`src/rtl/ecc_result_tx.sv`:
```
// Snapshots each newly valid ECC result point (mP / mnP) and streams it to the host
// as a byte frame: header, X (MSB byte first), Y (MSB byte first), valid/ready handshake.
//
// state | meaning
// IDLE  | no frame; waiting for a new mP/mnP result
// HDR   | presenting the header byte
// XMIT  | presenting coordinate bytes from the shift register
module ecc_result_tx #(
    parameter int          MAX_BITS = 256,
    parameter logic [7:0]  HDR_MP   = 8'hA1,
    parameter logic [7:0]  HDR_MNP  = 8'hA2
) (
    input  logic                clk,
    input  logic                rst,
    input  logic [MAX_BITS-1:0] i_mPx,
    input  logic [MAX_BITS-1:0] i_mPy,
    input  logic [MAX_BITS-1:0] i_mnPx,
    input  logic [MAX_BITS-1:0] i_mnPy,
    input  logic                i_mP_valid,
    input  logic                i_mnP_valid,
    output logic [7:0]          o_data,
    output logic                o_valid,
    input  logic                i_ready,
    output logic                o_last,
    output logic                o_busy
);

    localparam int SHW    = 2 * MAX_BITS;
    localparam int NBYTES = SHW / 8;
    localparam int CW     = (NBYTES > 1) ? $clog2(NBYTES) : 1;
    localparam logic [CW-1:0] LAST_CNT = CW'(NBYTES - 1);

    typedef enum logic [1:0] {IDLE, HDR, XMIT} state_t;

    state_t          state, state_nxt;
    logic            prev_mp, prev_mnp, armed;
    logic            pend_mp, pend_mnp;
    logic [SHW-1:0]  shreg;
    logic [7:0]      hdr;
    logic [CW-1:0]   cnt;
    logic            rise_mp, rise_mnp, want_mp, want_mnp;
    logic            start_mp, start_mnp, at_last;

    // armed blocks a false rise on the first cycle after reset when a valid is already high
    assign rise_mp  = armed & i_mP_valid  & ~prev_mp;
    assign rise_mnp = armed & i_mnP_valid & ~prev_mnp;
    assign want_mp  = rise_mp  | (pend_mp  & i_mP_valid);
    assign want_mnp = rise_mnp | (pend_mnp & i_mnP_valid);
    assign at_last  = (cnt == LAST_CNT);
    assign o_busy   = (state != IDLE);

    always_ff @(posedge clk or negedge rst) begin
        if (!rst) begin
            state <= IDLE;
        end else begin
            state <= state_nxt;
        end
    end

    always_comb begin
        state_nxt = state;
        start_mp  = 1'b0;
        start_mnp = 1'b0;
        o_valid   = 1'b0;
        o_last    = 1'b0;
        o_data    = 8'h00;
        case (state)
            IDLE: begin
                if (want_mp) begin
                    start_mp  = 1'b1;
                    state_nxt = HDR;
                end else if (want_mnp) begin
                    start_mnp = 1'b1;
                    state_nxt = HDR;
                end
            end
            HDR: begin
                o_valid = 1'b1;
                o_data  = hdr;
                if (i_ready) state_nxt = XMIT;
            end
            XMIT: begin
                o_valid = 1'b1;
                o_data  = shreg[SHW-1 -: 8];
                o_last  = at_last;
                if (i_ready && at_last) state_nxt = IDLE;
            end
            default: state_nxt = IDLE;
        endcase
    end

    always_ff @(posedge clk or negedge rst) begin
        if (!rst) begin
            prev_mp  <= 1'b0;
            prev_mnp <= 1'b0;
            armed    <= 1'b0;
            pend_mp  <= 1'b0;
            pend_mnp <= 1'b0;
            shreg    <= '0;
            hdr      <= 8'h00;
            cnt      <= '0;
        end else begin
            prev_mp  <= i_mP_valid;
            prev_mnp <= i_mnP_valid;
            armed    <= 1'b1;

            // a pending frame is dropped if the core withdraws the result before it starts
            if (start_mp)        pend_mp <= 1'b0;
            else if (rise_mp)    pend_mp <= 1'b1;
            else if (!i_mP_valid) pend_mp <= 1'b0;

            if (start_mnp)        pend_mnp <= 1'b0;
            else if (rise_mnp)    pend_mnp <= 1'b1;
            else if (!i_mnP_valid) pend_mnp <= 1'b0;

            if (start_mp) begin
                shreg <= {i_mPx, i_mPy};
                hdr   <= HDR_MP;
            end else if (start_mnp) begin
                shreg <= {i_mnPx, i_mnPy};
                hdr   <= HDR_MNP;
            end else if (state == XMIT && i_ready) begin
                shreg <= shreg << 8;
            end

            if (state == HDR && i_ready) begin
                cnt <= '0;
            end else if (state == XMIT && i_ready) begin
                cnt <= cnt + 1'b1;
            end
        end
    end

endmodule

```
`config.mk`:
```
export PLATFORM = sky130hd
export DESIGN_NAME = ecc_result_tx
export DESIGN_NICKNAME = d
export VERILOG_FILES = /design/src/rtl/ecc_result_tx.sv
export SDC_FILE = /design/constraint.sdc
export NUM_CORES = 2
export LEC_CHECK = 0
export ABC_AREA = 1
export CORE_AREA = 2 2 406 408
export DETAILED_ROUTE_END_ITERATION = 10
export DIE_AREA = 0 0 408 410
export HOLD_SLACK_MARGIN = 0.08
export PLACE_DENSITY = 0.53
export SLEW_MARGIN = 0
export SYNTH_ARGS = -nofsm -noshare
export SYNTH_HDL_FRONTEND = slang
export SYNTH_SLANG_ARGS = --single-unit
```
`constraint.sdc`:
```
create_clock -name clk -period 2.9 [get_ports clk]
set_clock_uncertainty 0.2 [all_clocks]
set_input_delay 0.29 -clock clk [delete_from_list [all_inputs] [get_ports clk]]
set_output_delay 0.29 -clock clk [all_outputs]
set_load 0.02 [all_outputs]
```
## Word-level counts from Yosys, hierarchy flattened

Index checks and enable logic that the tools add are counted.

| word-level totals | value |
|---|---|
| register bits after elaboration | 533 |

| operators by class | value |
|---|---|
| mux-type cells | 26 |
| bitwise gates (word level) | 10 |
| reductions and logical operators | 10 |
| equal/unequal tests | 8 |
| add/subtract/negate cells | 1 |

Operators by type and width:

| operator | number |
|---|---|
| $mux 512 | 3 |
| $mux 8 | 2 |
| $pmux 8 s2 | 1 |
| $mux 1 | 13 |
| $mux 6 | 2 |
| $mux 2 | 4 |
| $add 6x1->6 const B | 1 |
| $and 1x1->1 | 6 |
| $eq 6x6->1 const B | 1 |
| $ne 3x1->1 const B | 2 |
| $pmux 2 s3 | 1 |
| $reduce_bool 2->1 | 3 |
| $ne 2x2->1 const B | 2 |
| $logic_and 1x1->1 | 3 |
| $ne 3x3->1 const B | 1 |
| $reduce_and 3->1 | 1 |
| $reduce_bool 3->1 | 1 |
| $eq 2x1->1 const B | 1 |
| $eq 2x2->1 const B | 1 |
| $logic_not 2->1 | 1 |
| $not 1->1 | 2 |
| $or 1x1->1 | 2 |
| $reduce_or 2->1 | 1 |

## Depth between registers and ports, before layout

| depth | value |
|---|---|
| depth in word-level cells | 8 |
| depth in mapped cells | 12 |
| mapped depth without buffers | 9 |

## Least setup slack after synthesis

OpenSTA, ideal clock, no wires.

| timing | value |
|---|---|
| kind | register to output |
| from | reg state[0] |
| to | out o_last |
| data required time | 2.410 ns |
| arrival time | 1.469 ns |
| stages on the path, launching flop included | 6 |
| setup slack | 0.941 ns |
| path through | dfrtp_1 -> inv_1 -> ha_1 -> clkbuf_1 -> inv_1 -> nor3_1 |

| between the ends | value |
|---|---|
| longest elaborated chain between the ends | 2 |

Ends and longest elaborated chain:

| what | RTL line | text |
|---|---|---|
| start, declared | 35 | `state_t state, state_nxt;` |
| start signal, assigned | 56 | `state <= state_nxt;` |
| $eq 2x2->1 | 67 | `case (state)` |
| $mux 1 | 67 |  |
| end, declared | 24 | `output logic o_last,` |

No other way between the ends.

## Worst setup path in the final report

| timing | value |
|---|---|
| from | in i_mP_valid |
| to | reg shreg[75] |

| between the ends | value |
|---|---|
| longest elaborated chain between the ends | 7 |
| elaborated cells between the ends (all ways) | 11 |
| those cells by class | mux (6); bitwise (4); reduce/logical (1) |

Ends and longest elaborated chain:

| what | RTL line | text |
|---|---|---|
| start, declared | 19 | `input logic i_mP_valid,` |
| $and 1x1->1 (2 in a row) | 45 | `assign rise_mp = armed & i_mP_valid & ~prev_mp;` |
| $or 1x1->1 * | 47 | `assign want_mp = rise_mp \| (pend_mp & i_mP_valid);` |
| $mux 1 | 69 | `if (want_mp) begin` |
| $mux 1 | 67 |  |
| $mux 512 | 119 | `end else if (start_mnp) begin` |
| $mux 512 | 116 | `if (start_mp) begin` |
| end signal, assigned | 117 | `shreg <= {i_mPx, i_mPy};` |
| end signal, assigned | 120 | `shreg <= {i_mnPx, i_mnPy};` |
| end signal, assigned | 123 | `shreg <= shreg << 8;` |
| end, declared | 38 | `logic [SHW-1:0] shreg;` |

Every way passes the cells marked *; elsewhere a longest branch is shown, timed or not.
A chain may end at the register's enable or synchronous reset.

==> summary.txt <==
Outcome
  – Result of the run: finished clean

Logic synthesis
  – Syn Area/Cell: 6.51 um2
  – Number of flip-flops and latches in the synthesized netlist: 528
  – Share of synthesized area occupied by flip-flops and latches: 39.2%
  – Cell variety after synth: 23
  – Total of warnings raised by yosys: 0
  – Cells after synthesis: 5186
  – Post-synthesis net count: 6220
  – Area of the mapped netlist: 33700 um2

Worst hold path
  – Min-delay worst type: primary input to async pin

Setup path
  – Depth of the worst register-to-register path: 12
  – Startpoint class of the critical path: primary input
  – Register-to-register setup slack: 0.21 ns
  – Data arrival at the endpoint of the critical path: 3.22 ns
  – Worst reg2reg startpoint: state[1]
  – Endpoint class of the critical path: flop
  – Required time worst endpoint: 3.28 ns
  – Setup CP Type: primary input to flop
  – Critical-path maximum fanout: 31
  – Capturing point of the worst reg2reg path: shreg[47]

CTS
  – Clock insertion delay at the later pin of the skew report: 0.67 ns
  – TritonCTS clock tree: built
  – Clock sink total: 528
  – CTS max path bufs: 3
  – Register clock-pin slew on the reported worst setup and hold paths: 0.06 ns
  – H-Tree Level Count: 3
  – Clock tree root buffer cell: sky130_fd_sc_hd__clkbuf_16
  – Number of buffers inserted during clock tree synthesis: 71

Floorplanning
  – Die footprint: 167000 um2
  – Count of boundary I/O pins: 1040
  – Cell row count: 149
  – Die extent in y: 410 um
  – Starting utilization of the core area: 20.6%
  – X dimension of the die: 408 um
  – Placeable core region: 163000 um2

Routing
  – Average wire per cell in the routed design: 20.9 um
  – Pre-Repair DR Iteration Count: 6
  – Remaining antenna violation count: 0
  – Number of DRC markers in iteration 0: 4143
  – Number of DRC violations after detailed routing: 0
  – Post-DR vias/cell: 4.81
  – Via total after detailed routing: 41131
  – Total Wirelength: 179000 um

Final layout
  – Fraction of final layout cells sized beyond drive strength 1: 6.28%
  – Final instance count without filler cells: 8559
  – Layout net count: 7331
  – Final design instance area without fill: 52500 um2
  – Area Overhead vs Synth: 55.5%

Timing
  – Number of setup violations in the final report: 0
  – Shortest period the worst path allows: 2.84 ns
  – Period utilization: 97.9%
  – Setup TNS after final layout: 0 ns
  – Slew of the pin with the lowest slew margin: 0.798 ns
  – Fin Hold WS: 0.128 ns
  – Worst relative slew slack: 46.8%
  – Hold Vio Cnt, Final: 0
  – Number of slew-limit violations in the final report: 0
  – F_max: 352 MHz
  – RSZ-0062 raised after global routing: false

Placed design
  – Count of input and output buffers: 1039
  – Placer Congestion: 0.952
  – Number of instances in the placed design: 8172
  – Post-detailed-placement half-perimeter wirelength: 134000 um
  – Area after detailed placement: 47600 um2

Global routing
  – Maximum number of pins on one net before global-route repair: 78
  – Global-route wire length before repair: 263000 um
  – Global-route usage over all layers: 20.5%
  – Via count of the first global-routing pass: 40900
  – Antenna violations before repair: 31
  – Aggregate global routing overflow: 0

Pwr
  – Static leakage power: 25.2 nW
  – Power per cell area: 770 nW/um2
  – IR Drop Worst-Case VDD: 0.551 mV

Job
  – Number of maximum-capacitance constraint violations: 0
## kinds of logic after synthesis
kind of cell,after synthesis,share of synthesized area [%]
adder cells (fa/ha/maj),5,0.185
XOR/XNOR,1,0.0260
flip-flops,528,39.2
AO/OA/AOI/OAI,526,7.87
buffers and inverters,528,7.02
AND/OR/NAND/NOR,3597,45.7
other,1,0.0111
## state kept, by name (all words and copies together) (netlist names)
register  cells
state         2
prev_mp       1
pend_mp       1
armed         1
pend_mnp      1
prev_mnp      1
cnt           6
shreg       512
hdr           3
## how the worst max path moves through the flow
stage,from,endpoint,slack (ns)
2_1_floorplan,state[0],o_last,0.94
3_3_place_gp,i_mP_valid,shreg[244],0.02
3_5_place_dp,i_mP_valid,shreg[244],0.006
4_1_cts,i_mP_valid,shreg[47],0.02
5_1_grt,i_mP_valid,shreg[52],0.00005
6_report,i_mP_valid,shreg[75],0.06
## placed cells by master, fill, tap and decap left out, drive strengths merged, types with 8 or more instances in the layout
cell	synthesis	layout
nand2	2064	2064
clkdlybuf4s50	0	1029
dfrtp	528	528
nor2	513	513
a21oi	511	511
nand3	511	511
nand4	504	504
buf	318	273
dlygate4sd3	0	241
clkbuf	188	95
inv	22	26
diode	0	20
clkinv	0	15
a22oi	8	8
## metrics by stage
step,util [%],power [mW],setup slack (ns)
after floorplan,-,22.9,0.941
after global placement,29.1,30.6,0.0220
after detailed placement,29.1,30.7,0.00575
after CTS,32.1,40.5,0.0159
after global routing,32.1,43.4,0.0000504
final,32.1,40.4,0.0599
## power by group
group / leakage [nW] / switching (mW) / internal, mW
registers: 6.87 / 1.66 / 10.1
logic: 17.2 / 11.9 / 7.54
clock network: 1.16 / 3.91 / 5.37
## worst max-delay path, stage by stage
cell and delay (ns):
sky130_fd_sc_hd__dlygate4sd3_1 0.53, sky130_fd_sc_hd__clkdlybuf4s50_1 0.50, sky130_fd_sc_hd__nand3_1 0.13, sky130_fd_sc_hd__nand2_2 0.14, sky130_fd_sc_hd__o21ai_4 0.30, sky130_fd_sc_hd__buf_12 0.27
sky130_fd_sc_hd__buf_12 0.23, sky130_fd_sc_hd__a21oi_1 0.10, sky130_fd_sc_hd__nand2_1 0.08, sky130_fd_sc_hd__dlygate4sd3_1 0.56, sky130_fd_sc_hd__nand2_1 0.05
## final cells by class
cell class	instances	area, um2
multi-input cells	4130	18200
diodes	20	50.0
flip-flops and latches	528	13200
repair buffers	1544	15800
clock buffers	95	1970
inverters	22	93.8
fillers	17765	111000
well taps	2189	2740
clock inverters	31	428
## synthesized netlist by cell type
master	n	area [um2]
sky130_fd_sc_hd__ha_1	5	62.6
sky130_fd_sc_hd__nand3_1	511	2560
sky130_fd_sc_hd__a22oi_1	8	60.1
sky130_fd_sc_hd__nor3_1	4	20.0
sky130_fd_sc_hd__nor2_1	512	1920
sky130_fd_sc_hd__buf_1	33	124
sky130_fd_sc_hd__a21oi_1	511	2560
sky130_fd_sc_hd__o21ai_2	1	8.76
sky130_fd_sc_hd__o21ai_0	6	30.0
sky130_fd_sc_hd__buf_6	2	22.5
sky130_fd_sc_hd__nand2_1	2063	7740
sky130_fd_sc_hd__buf_4	7	52.6
sky130_fd_sc_hd__inv_1	21	78.8
sky130_fd_sc_hd__nor2_8	1	20.0
sky130_fd_sc_hd__or2_2	1	6.26
sky130_fd_sc_hd__conb_1	1	3.75
sky130_fd_sc_hd__nand4_1	504	3150
sky130_fd_sc_hd__inv_2	1	3.75
sky130_fd_sc_hd__nand2_2	1	6.26
sky130_fd_sc_hd__clkbuf_1	188	706
sky130_fd_sc_hd__buf_2	276	1380
sky130_fd_sc_hd__xor2_1	1	8.76
sky130_fd_sc_hd__dfrtp_1	528	13200
## routing by layer
layer	global-route usage (%)	up-vias	wire length [um]
met5	0	-	93
met4	8.25	16	7350
met3	3.59	312	11200
met2	33.5	1677	83200
met1	26.8	19628	77200
li1	-	19498	-
## timing repair
action / CTS / global route
endpoints found under the setup margin: 7 / 20
hold buffers: 241 / 0
endpoints found under the hold margin: 656 / 0
gates resized for setup: 3 / 9
setup buffers: 1 / 1
pin swaps: 1 / 1
Note: power is estimated with default switching activity, not from simulation.
